<file path="config.mk">
export PLATFORM = sky130hd
export DESIGN_NAME = sram_bus_arbiter
export DESIGN_NICKNAME = d
export VERILOG_FILES = /design/src/rtl/sram_bus_arbiter.sv
export SDC_FILE = /design/constraint.sdc
export NUM_CORES = 1
export LEC_CHECK = 0
export ABC_AREA = 0
export CORE_MARGIN = 4
export CORE_UTILIZATION = 43
export CTS_CLUSTER_DIAMETER = 150
export DETAILED_ROUTE_END_ITERATION = 12
export GPL_TIMING_DRIVEN = 0
export PLACE_DENSITY = 0.92
export SLEW_MARGIN = 20
export SYNTH_ARGS = -nofsm -noshare
export SYNTH_HDL_FRONTEND = slang
export SYNTH_SLANG_ARGS = --single-unit
</file>
<file path="constraint.sdc">
create_clock -name clk -period 2.7 [get_ports clk]
set_input_delay 0.27 -clock clk [delete_from_list [all_inputs] [get_ports clk]]
set_output_delay 0.27 -clock clk [all_outputs]
set_load 0.1 [all_outputs]
</file>
<file path="src/rtl/sram_bus_arbiter.sv">
// sram_bus_arbiter
// Two-port arbiter and sequencer for an external asynchronous SRAM.
// Port 0 is the CPU, port 1 is video/loader. One transaction owns the bus at a
// time; the block generates CE/OE/WE and drives the bidirectional pad bank via
// dq_out/dq_oe. Every transaction ends with a DONE cycle and then an IDLE cycle,
// both with oe_n=1 and dq_oe=0, so the FPGA and the SRAM never drive together.
//
// Handshake: a requester raises reqN with weN/addrN/wdataN and holds all four
// stable until ackN pulses for one cycle. It drops reqN on the edge where ackN
// is seen, so reqN is low in the IDLE cycle that follows DONE. Requests are only
// sampled in IDLE; both pending -> the port that was not granted last wins.
module sram_bus_arbiter #(
    parameter int ADDR_W  = 16,
    parameter int DATA_W  = 8,
    parameter int RD_WAIT = 1,
    parameter int WR_WAIT = 1
) (
    input  logic              clk,
    input  logic              rst_n,
    input  logic              req0,
    input  logic              req1,
    input  logic              we0,
    input  logic              we1,
    input  logic [ADDR_W-1:0] addr0,
    input  logic [ADDR_W-1:0] addr1,
    input  logic [DATA_W-1:0] wdata0,
    input  logic [DATA_W-1:0] wdata1,
    output logic              ack0,
    output logic              ack1,
    output logic [DATA_W-1:0] rdata,
    output logic [ADDR_W-1:0] sram_addr,
    output logic              sram_ce_n,
    output logic              sram_oe_n,
    output logic              sram_we_n,
    output logic [DATA_W-1:0] dq_out,
    output logic              dq_oe,
    input  logic [DATA_W-1:0] dq_in,
    output logic [2:0]        state_dbg
);

    typedef enum logic [2:0] {
        S_IDLE = 3'd0,
        S_RD   = 3'd1,
        S_WS   = 3'd2,
        S_WP   = 3'd3,
        S_WH   = 3'd4,
        S_DONE = 3'd5
    } state_t;

    state_t      state;
    logic [2:0]  wait_cnt;
    logic        last_grant;
    logic        gnt_port;

    logic              pick_valid;
    logic              pick_port;
    logic              pick_we;
    logic [ADDR_W-1:0] pick_addr;
    logic [DATA_W-1:0] pick_wdata;

    assign state_dbg = state;

    // Round-robin choice among the requests seen in the current cycle.
    always_comb begin
        pick_valid = req0 | req1;
        pick_port  = 1'b0;
        if (req0 && req1) begin
            pick_port = ~last_grant;
        end else begin
            pick_port = req1;
        end
        pick_we    = pick_port ? we1    : we0;
        pick_addr  = pick_port ? addr1  : addr0;
        pick_wdata = pick_port ? wdata1 : wdata0;
    end

    // Sequencer: every output is a register set for the state being entered.
    always_ff @(posedge clk or negedge rst_n) begin
        if (!rst_n) begin
            state      <= S_IDLE;
            wait_cnt   <= 3'd0;
            last_grant <= 1'b1;
            gnt_port   <= 1'b0;
            ack0       <= 1'b0;
            ack1       <= 1'b0;
            rdata      <= '0;
            sram_addr  <= '0;
            sram_ce_n  <= 1'b1;
            sram_oe_n  <= 1'b1;
            sram_we_n  <= 1'b1;
            dq_out     <= '0;
            dq_oe      <= 1'b0;
        end else begin
            ack0 <= 1'b0;
            ack1 <= 1'b0;
            case (state)
                S_IDLE: begin
                    if (pick_valid) begin
                        gnt_port   <= pick_port;
                        last_grant <= pick_port;
                        sram_addr  <= pick_addr;
                        sram_ce_n  <= 1'b0;
                        if (pick_we) begin
                            dq_out <= pick_wdata;
                            dq_oe  <= 1'b1;
                            state  <= S_WS;
                        end else begin
                            sram_oe_n <= 1'b0;
                            wait_cnt  <= 3'(RD_WAIT);
                            state     <= S_RD;
                        end
                    end
                end
                S_RD: begin
                    if (wait_cnt == 3'd0) begin
                        rdata     <= dq_in;
                        sram_ce_n <= 1'b1;
                        sram_oe_n <= 1'b1;
                        ack0      <= ~gnt_port;
                        ack1      <= gnt_port;
                        state     <= S_DONE;
                    end else begin
                        wait_cnt <= wait_cnt - 3'd1;
                    end
                end
                S_WS: begin
                    sram_we_n <= 1'b0;
                    wait_cnt  <= 3'(WR_WAIT);
                    state     <= S_WP;
                end
                S_WP: begin
                    if (wait_cnt == 3'd0) begin
                        sram_we_n <= 1'b1;
                        state     <= S_WH;
                    end else begin
                        wait_cnt <= wait_cnt - 3'd1;
                    end
                end
                S_WH: begin
                    dq_oe     <= 1'b0;
                    sram_ce_n <= 1'b1;
                    ack0      <= ~gnt_port;
                    ack1      <= gnt_port;
                    state     <= S_DONE;
                end
                S_DONE: begin
                    state <= S_IDLE;
                end
                default: begin
                    sram_ce_n <= 1'b1;
                    sram_oe_n <= 1'b1;
                    sram_we_n <= 1'b1;
                    dq_oe     <= 1'b0;
                    state     <= S_IDLE;
                end
            endcase
        end
    end

endmodule

</file>
==> reports/qor.yml <==
cp_data_required_time_ns: 2.43
crit_buf_inv: 1
final_common_cell: "clkdlybuf4s50_1"
cts_tree: "done"
r2r_end: "rdata[7]"
slew_viol_final: 0
min_to: "ack0"
status: "finished clean"
max_cap_viol_count: 0
clk_latency_ns: 0.30
slew_headroom_pct: 33.0
cts.sink_count: 46
wirelength_um: 5330
antenna_cells: 0
antenna_found_initial: 0
reg2reg_from: "wait_cnt[0]"
die_area_um2: 6060
setup_viol: 0
r2r_cells: 6
max_freq_mhz: 443
crit_chain: "clkdlybuf4s50_1"
synthesis.instances: 184
grt_pass1_wl_um: 8690
final_layout_size_suffix_gt1_share_pct: 11.5
path_max_fanout: 3
grtUsageTotal_pct: 18.1
worst_pin_slew_ns: 1.00
gr-total-overflow: 0
yosysWarningCount: 0
cts_buffers: 5
rows: 25
routedWlPerCell_um: 14.7
clockBufferDepth: 2
fillers: 370
grt_pass1_vias: 1859
nets: 359
fp.dieH_um: 77.9
htree_num_levels: 2
critPathArrivalTime_ns: 1.99
cp-start-kind: "register"
first_pass_iters: 4
clkSlewWorstSetupHoldPaths_ns: 0.08
tns_ns: 0
cts-resized-gates: 0
die_w_um: 77.9
ys_types: 36
crit_type: "register to primary output"
gp_congestion: 0.888
hp-class: "register to register"
syn_nets: 248
place_hpwl_um: 4300
grt_max_degree: 27
cp_slowest_cell: "clkdlybuf4s50_1"
synthToLayoutAreaGrowth_pct: 57.7
regToRegSetupSlack_ns: 0.81
via_per_inst: 5.12
cpPeakStageDelay_ns: 1.14
ys_seq_elements: 46
crit_path_end_kind: "primary output"
vias: 1857
cts_root_buf: "clkbuf_8"
rsz0062_at_grt: "false"
drc_errors: 0
yosysSeqAreaShare_pct: 55.1
syn-cell-area_um2: 2100
fin_skew_ns: 0.0128
first_iter_violations: 92
hold_viol: 0
initial_core_util_pct: 44.5
syn_avg_cell_area_um2: 11.4
min_period_ns: 2.26
holdPathStages: 1
path_delay_family: "buffers and inverters"
post-route-period-util_pct: 83.6
portBuffers: 102
final_cell_mix: "clkdlybuf4s50_1 (101), dfrtp_1 (42), nand2_1 (24)"
ant_nets: 0
core_area_um2: 4720
io_pins: 103
hp-start: "gnt_port"
==> metrics by stage <==
stage | std cells | hold WS, ns | util (%) | worst slack [ns] | cell area (um2)
after global placement | 353 | 0.432 | 67.8 | 0.142 | 3200
after CTS | 363 | 0.431 | 70.1 | 0.426 | 3310
after detailed placement | 354 | 0.257 | 68.2 | 0.531 | 3220
after global routing | 363 | 0.455 | 70.1 | 0.410 | 3310
after floorplan | 184 | -0.0256 | - | 0.509 | 2100
final | 363 | 0.429 | 70.1 | 0.443 | 3310
==> metal layers <==
layer,track usage [%],part of all wire (%),vias to the layer above
li1,-,-,890
met1,20.7,40,874
met2,31.5,50,87
met3,6.03,9.8,6
met4,6.23,1.1,0
met5,0,0,-
==> timing repair <==
action	CTS	global route
hold buffers	1	0
hold endpoints to repair	18	0
buffers inserted	0	0
==> cell usage after synthesis <==
cell / n / area share (%)
dfrtp_1: 42 / 50
nand2_1: 24 / 4.3
o21ai_0: 23 / 5.5
mux2i_1: 16 / 7.6
a2bb2oi_1: 8 / 3.3
mux2_2: 8 / 4.3
o22ai_1: 8 / 2.4
inv_1: 6 / 1.1
a21oi_1: 5 / 1.2
clkbuf_1: 4 / 0.71
dfstp_2: 4 / 5.0
a211oi_1: 3 / 1.1
buf_2: 3 / 0.71
nor2_1: 3 / 0.54
ha_1: 2 / 1.2
nor2b_1: 2 / 0.60
nor3_4: 2 / 1.5
o2bb2ai_1: 2 / 0.83
or3_1: 2 / 0.60
a21boi_2: 1 / 0.54
a221oi_1: 1 / 0.42
a311o_1: 1 / 0.48
a311oi_1: 1 / 0.42
a31oi_1: 1 / 0.30
buf_1: 1 / 0.18
buf_4: 1 / 0.36
buf_6: 1 / 0.54
clkbuf_2: 1 / 0.24
mux2i_4: 1 / 1.1
nand2b_1: 1 / 0.30
nand3b_1: 1 / 0.36
nor2_4: 1 / 0.54
o21ai_1: 1 / 0.24
o22a_1: 1 / 0.42
o41ai_2: 1 / 0.77
or2_2: 1 / 0.30
==> final cells by class <==
type                       count  area [um2]  share of cell area, %
timing repair buffer         104        1050                   31.6
buffer                        11        57.6                   1.74
clock buffer                   6        72.6                   2.19
multi-input combinational    121         863                   26.1
tap                           67        83.8                   2.53
sequential                    46        1160                   34.9
inverter                       6        22.5                  0.680
clock inverter                 2        10.0                  0.302
==> worst register-to-register path: stages, from the launching register on <==
cell,delay [ns]
dfrtp_1,0.39
inv_1,0.06
ha_1,0.14
ha_1,0.23
nand2_1,0.17
nor3_4,0.39
mux2_2,0.39
==> flip-flops by register name (all words and copies together), names as in the netlist <==
| register | count |
|---|---|
| sram_oe_n | 1 |
| dq_oe | 1 |
| ack0 | 1 |
| state_dbg | 3 |
| sram_addr | 16 |
| ack1 | 1 |
| sram_we_n | 1 |
| gnt_port | 1 |
| sram_ce_n | 1 |
| last_grant | 1 |
| rdata | 8 |
| dq_out | 8 |
| wait_cnt | 3 |
==> kinds of logic after synthesis <==
family | Yosys count | share of synthesized area [%]
AO/OA/AOI/OAI | 57 | 17.9
flip-flops | 46 | 55.1
AND/OR/NAND/NOR | 37 | 9.06
multiplexers | 25 | 13.0
buffers and inverters | 17 | 3.81
adder cells (fa/ha/maj) | 2 | 1.19
==> worst max path at each step <==
stage,endpoint,from,slack (ns),cells past startpoint
global route,state_dbg[1],state_dbg[1],0.41,1
global placement,sram_addr[4],rst_n,0.14,1
floorplan,rdata[0],state_dbg[0],0.51,4
detailed placement,dq_oe,req1,0.53,6
finish,sram_we_n,sram_we_n,0.44,1
CTS,state_dbg[1],state_dbg[1],0.43,1
Power is left out: the tool's default activity adds up to more than one toggle a clock period on the data nets, which glitch-free logic cannot reach.
